===== config.mk =====
export PLATFORM = sky130hd
export DESIGN_NAME = mem_request_unit
export DESIGN_NICKNAME = d
export VERILOG_FILES = /design/src/rtl/mem_pkg.sv /design/src/rtl/store_lane_gen.sv /design/src/rtl/mem_request_unit.sv
export SDC_FILE = /design/constraint.sdc
export NUM_CORES = 1
export LEC_CHECK = 0
export CAP_MARGIN = 40
export CORE_MARGIN = 2
export CORE_UTILIZATION = 36
export DETAILED_ROUTE_END_ITERATION = 10
export PLACE_DENSITY = 0.81
export SYNTH_ARGS = -nofsm -noshare
export SYNTH_HDL_FRONTEND = slang
export SYNTH_SLANG_ARGS = --single-unit

===== constraint.sdc =====
create_clock -name clk -period 1.9 [get_ports clk]
set_input_delay 0.19 -clock clk [delete_from_list [all_inputs] [get_ports clk]]
set_output_delay 0.19 -clock clk [all_outputs]
set_load 0.01 [all_outputs]

===== src/rtl/mem_pkg.sv =====
// rtl/mem_pkg.sv - memOp/memSize encodings, FSM states and alignment helpers
package mem_pkg;

  localparam logic [1:0] MEMOP_NONE = 2'b00;
  localparam logic [1:0] MEMOP_LDS  = 2'b01;
  localparam logic [1:0] MEMOP_LDU  = 2'b10;
  localparam logic [1:0] MEMOP_ST   = 2'b11;

  localparam logic [1:0] SZ_B = 2'b00;
  localparam logic [1:0] SZ_H = 2'b01;
  localparam logic [1:0] SZ_W = 2'b10;

  typedef enum logic {
    ST_IDLE = 1'b0,
    ST_WAIT = 1'b1
  } state_t;

  function automatic logic [3:0] byte_en(input logic [1:0] size, input logic [1:0] off);
    logic [3:0] w_be;
    case (size)
      SZ_B:    w_be = 4'b0001 << off;
      SZ_H:    w_be = off[1] ? 4'b1100 : 4'b0011;
      SZ_W:    w_be = 4'b1111;
      default: w_be = 4'b0000;
    endcase
    return w_be;
  endfunction

  // memSize 11 has no legal alignment, so it always reports misaligned
  function automatic logic is_misaligned(input logic [1:0] size, input logic [1:0] off);
    logic w_mis;
    case (size)
      SZ_B:    w_mis = 1'b0;
      SZ_H:    w_mis = off[0];
      SZ_W:    w_mis = (off != 2'b00);
      default: w_mis = 1'b1;
    endcase
    return w_mis;
  endfunction

endpackage


===== src/rtl/store_lane_gen.sv =====
// rtl/store_lane_gen.sv - byte enables and lane-replicated store data
module store_lane_gen
  import mem_pkg::*;
(
  input  logic [1:0]  i_size,
  input  logic [1:0]  i_off,
  input  logic [31:0] i_wdata,
  output logic [3:0]  o_we,
  output logic [31:0] o_wdata
);

  always_comb begin
    o_we = byte_en(i_size, i_off);
    case (i_size)
      SZ_B:    o_wdata = {4{i_wdata[7:0]}};
      SZ_H:    o_wdata = {2{i_wdata[15:0]}};
      default: o_wdata = i_wdata;
    endcase
  end

endmodule


===== src/rtl/mem_request_unit.sv =====
// rtl/mem_request_unit.sv - request handshake, alignment check, store lanes and load latency tracking
module mem_request_unit
  import mem_pkg::*;
#(
  parameter int ADDR_W   = 12,
  parameter int READ_LAT = 1
) (
  input  logic              clk,
  input  logic              rst,
  input  logic              req_valid,
  output logic              req_ready,
  input  logic [31:0]       req_addr,
  input  logic [31:0]       req_wdata,
  input  logic [1:0]        req_memOp,
  input  logic [1:0]        req_memSize,
  input  logic              flush,
  output logic              mem_en,
  output logic [3:0]        mem_we,
  output logic [ADDR_W-1:0] mem_addr,
  output logic [31:0]       mem_wdata,
  input  logic [31:0]       mem_rdata,
  output logic [31:0]       rsp_addr,
  output logic [1:0]        rsp_memOp,
  output logic [1:0]        rsp_memSize,
  output logic [31:0]       rsp_rawDin,
  output logic              rsp_readValid,
  output logic              misalign_fault
);

  localparam logic [1:0] LP_LAT = 2'(READ_LAT);

  state_t      r_state;
  state_t      w_state_nxt;
  logic [1:0]  r_cnt;
  logic [31:0] r_rsp_addr;
  logic [1:0]  r_rsp_op;
  logic [1:0]  r_rsp_size;
  logic [31:0] r_rsp_raw;
  logic        r_rsp_valid;
  logic        r_fault;

  logic        w_accept;
  logic        w_is_ld;
  logic        w_is_st;
  logic        w_mis;
  logic        w_ld_go;
  logic        w_st_go;
  logic [3:0]  w_lane_we;

  assign req_ready = (r_state == ST_IDLE) & ~rst;
  assign w_accept  = req_valid & req_ready;
  assign w_is_ld   = (req_memOp == MEMOP_LDS) | (req_memOp == MEMOP_LDU);
  assign w_is_st   = (req_memOp == MEMOP_ST);
  assign w_mis     = (w_is_ld | w_is_st) & is_misaligned(req_memSize, req_addr[1:0]);
  assign w_ld_go   = w_accept & w_is_ld & ~w_mis;
  assign w_st_go   = w_accept & w_is_st & ~w_mis;

  store_lane_gen u_lane (
    .i_size  (req_memSize),
    .i_off   (req_addr[1:0]),
    .i_wdata (req_wdata),
    .o_we    (w_lane_we),
    .o_wdata (mem_wdata)
  );

  // BRAM is driven straight from the request; there is no request buffer
  assign mem_en   = w_ld_go | w_st_go;
  assign mem_we   = w_st_go ? w_lane_we : 4'b0000;
  assign mem_addr = req_addr[ADDR_W+1:2];

  always_comb begin
    w_state_nxt = r_state;
    case (r_state)
      ST_IDLE: if (w_ld_go) w_state_nxt = ST_WAIT;
      ST_WAIT: if (flush || r_cnt == 2'd1) w_state_nxt = ST_IDLE;
      default: w_state_nxt = ST_IDLE;
    endcase
  end

  always_ff @(posedge clk) begin
    if (rst) begin
      r_state     <= ST_IDLE;
      r_cnt       <= 2'd0;
      r_rsp_addr  <= 32'd0;
      r_rsp_op    <= 2'd0;
      r_rsp_size  <= 2'd0;
      r_rsp_raw   <= 32'd0;
      r_rsp_valid <= 1'b0;
      r_fault     <= 1'b0;
    end else begin
      r_state     <= w_state_nxt;
      r_rsp_valid <= 1'b0;
      r_fault     <= w_accept & w_mis;
      if (r_state == ST_IDLE) begin
        if (w_ld_go) begin
          r_cnt      <= LP_LAT;
          r_rsp_addr <= req_addr;
          r_rsp_op   <= req_memOp;
          r_rsp_size <= req_memSize;
        end
      end else begin
        r_cnt <= r_cnt - 2'd1;
        // a flush landing on the final count still kills the response
        if (r_cnt == 2'd1 && !flush) begin
          r_rsp_raw   <= mem_rdata;
          r_rsp_valid <= 1'b1;
        end
      end
    end
  end

  assign rsp_addr       = r_rsp_addr;
  assign rsp_memOp      = r_rsp_op;
  assign rsp_memSize    = r_rsp_size;
  assign rsp_rawDin     = r_rsp_raw;
  assign rsp_readValid  = r_rsp_valid;
  assign misalign_fault = r_fault;

endmodule


==> flow_metrics.env <==
export IMPL_status="finished, final reports clean"
export IMPL_required_ns=1.71
export IMPL_p_seq_frac=0.445
export IMPL_die_w_um=100
export IMPL_synth_top_area_cell="dfxtp_1"
export IMPL_postLayoutCellArea_um2=5790
export IMPL_globalRouteOverflowTotal=0
export IMPL_gp_congestion=0.905
export IMPL_synthFlopType="dfxtp_1"
export IMPL_crit_fanout=12
export IMPL_fp_dieH_um=100
export IMPL_ctsLongestPathBuffers=2
export IMPL_grt_pass1_vias=3545
export IMPL_period_needed_ns=1.83
export IMPL_min_from="req_memOp[1]"
export IMPL_num_rows=35
export IMPL_post_synth_top_count_cell="nand2_1"
export IMPL_layout_drive_gt1_share=0.118
export IMPL_clkLatencyLatePin_ns=0.34
export IMPL_avgSynthCellArea_um2=8.02
export IMPL_drc=0
export IMPL_p_sw_uw=895
export IMPL_combPwrFrac=0.215
export IMPL_timing_fmax_mhz=546
export IMPL_synth_warnings=0
export IMPL_io_pins=224
export IMPL_synth_edf_count=0
export IMPL_arrival_ns=1.64
export IMPL_groute_usage_overall=0.216
export IMPL_p_per_area_nw_per_um2=611
export IMPL_netlist_area_um2=3330
export IMPL_critical_path_class="in2out"
export IMPL_diodes=0
export IMPL_p_total_mw=3.54
export IMPL_final_nets=730
export IMPL_start_kind="input pin"
export IMPL_tightest_slew_ns=0.773
export IMPL_cts_max_level=3
export IMPL_yosysTopAreaCellShare=0.439
export IMPL_syn_inst=415
export IMPL_clkPwrFrac=0.340
export IMPL_setup_viol=0
export IMPL_cts_tree="built"
export IMPL_numCtsBuffers=9
export IMPL_antenna_found_initial=0
export IMPL_slew_limit_headroom=0.485
export IMPL_drtIter0Drc=136
export IMPL_async_reset_ff_frac=0
export IMPL_synth_distinct_cells=32
export IMPL_r2r_start="r_cnt[0]"
export IMPL_finClkSkew_ns=0.00736
export IMPL_initial_utilization=0.365
export IMPL_vias=3700
export IMPL_via_per_inst=5.01
export IMPL_drt_wl_total_mm=11.3
export IMPL_routedWlPerCell_um=15.3
export IMPL_ctsRootBufferMaster="clkbuf_8"
export IMPL_grt_max_degree=73
export IMPL_ant_nets=0
export IMPL_path_clk_slew_ns=0.07
export IMPL_dp_hpwl_mm=8.46
export IMPL_hold_path_class="in2reg"
export IMPL_synthTopCellsByArea="dfxtp_1, a21oi_1, nand2_1"
export IMPL_switching_share=0.253
export IMPL_syn_to_final_growth_pct=73.9
export IMPL_p_leak_nw=2.11
export IMPL_slew_viol_final=0
export IMPL_seq_area_frac_synth=0.439
export IMPL_cts_sinks=73
export IMPL_coreArea_um2=9110
export IMPL_syn_nets=522
export IMPL_fin_hold_ws_ns=0.295
export IMPL_r2r_slack_ns=0.51
export IMPL_dr_pass1_iters=4
export IMPL_finalHoldViolations=0
export IMPL_synth_top_cells_by_count="nand2_1, a21oi_1, dfxtp_1"
export IMPL_rsz0062_at_grt="false"
export IMPL_fin_crit_sh=0.964
export IMPL_tns_ns=0
export IMPL_critPathCaptureType="primary output"
export IMPL_grt_pass1_wl_mm=17.3
export IMPL_p_int_mw=2.64
export IMPL_cp_startpoint="req_memSize[1]"
export IMPL_die_area_um2=10000
export IMPL_io_buffers=223
export IMPL_vdd_ir_drop_worst_mv=0.351
export IMPL_maxCapViolations=0
export IMPL_placed_area_um2=5580
export IMPL_synth_seq_cells=73
power groups by stage:
stage	Sequential [mW]	Combinational (mW)	Clock, mW
2_1_floorplan	1.62	0.289	0
3_5_place_dp	1.61	0.766	0
4_1_cts	1.57	0.761	1.24
3_3_place_gp	1.61	0.757	0
6_report	1.57	0.761	1.20
5_1_grt	1.58	0.815	1.31
per-stage QoR:
step            util  cells  worst slack [ns]
5_1_grt        0.635    739            0.0245
4_1_cts        0.635    738          0.000931
3_5_place_dp   0.612    720            -0.488
2_1_floorplan      -    415             0.456
3_3_place_gp   0.612    720            -0.448
6_report       0.635    739            0.0684
path summary, 6_finish.rpt:
| kind | endpoint | cells after the start |
|---|---|---|
| worst max-delay path | mem_wdata[19] | 5 |
| worst min-delay path | rsp_memOp[1] | 3 |
| worst max register to register | rsp_rawDin[26] | 5 |
| worst min register to register | rsp_rawDin[6] | 2 |
timing repair:
action                     4_1_cts  5_1_grt
hold buffers                     0        0
buffers inserted                 2        1
setup endpoints to repair       25       16
resized for setup               30        6
gates cloned                     0        0
pin swaps                        0        1
critical path: stages:
cell and delay, ns:
dlygate4sd2_1 0.30, buf_6 0.14, buf_4 0.17, mux2_2 0.35, clkdlybuf4s50_1 0.48
state kept, by name, summed over array words and instances (netlist names):
name,cells
rsp_addr,32
rsp_rawDin,32
r_cnt,2
rsp_memOp,2
rsp_memSize,2
misalign_fault,1
r_state,1
rsp_readValid,1
cell type report:
class	instances	area, µm²
fill	803	3320
timing repair buffer	252	2440
multi-input combinational	281	1530
sequential	73	1460
clock buffer	11	141
tap	111	139
clock inverter	5	55.1
inverter	6	22.5
routing by layer:
layer / GRT usage / vias up / part of all wire
met2: 0.387 / 153 / 0.50
met4: 0.0695 / 0 / 0.018
met3: 0.0592 / 25 / 0.073
li1: - / 1820 / -
met5: 0 / - / 0
met1: 0.249 / 1702 / 0.41
cell families (layout without fill, tap and decap cells):
| group | Yosys count | after routing | synth area share |
|---|---|---|---|
| mux | 24 | 24 | 0.0782 |
| flops | 73 | 73 | 0.439 |
| compound gates | 128 | 128 | 0.201 |
| fa+ha+maj | 3 | 3 | 0.0113 |
| simple gates | 126 | 126 | 0.166 |
| buf+inv | 61 | 274 | 0.105 |
layout by cell type, fill, tap and decap left out, drive strengths merged, types with 2 or more instances in the layout:
cell / netlist / routed
a21oi: 75 / 75
buf: 37 / 32
clkbuf: 18 / 12
clkdlybuf4s15: 0 / 2
clkdlybuf4s50: 0 / 202
clkinv: 0 / 2
clkinvlp: 0 / 2
dfxtp: 73 / 73
dlygate4sd2: 0 / 13
dlymetal6s2s: 0 / 2
ha: 3 / 3
inv: 6 / 6
mux2: 16 / 16
mux2i: 8 / 8
nand2: 75 / 75
nand3: 37 / 37
nor2: 8 / 8
o21ai: 48 / 48
(Power assumes the default switching activity.)
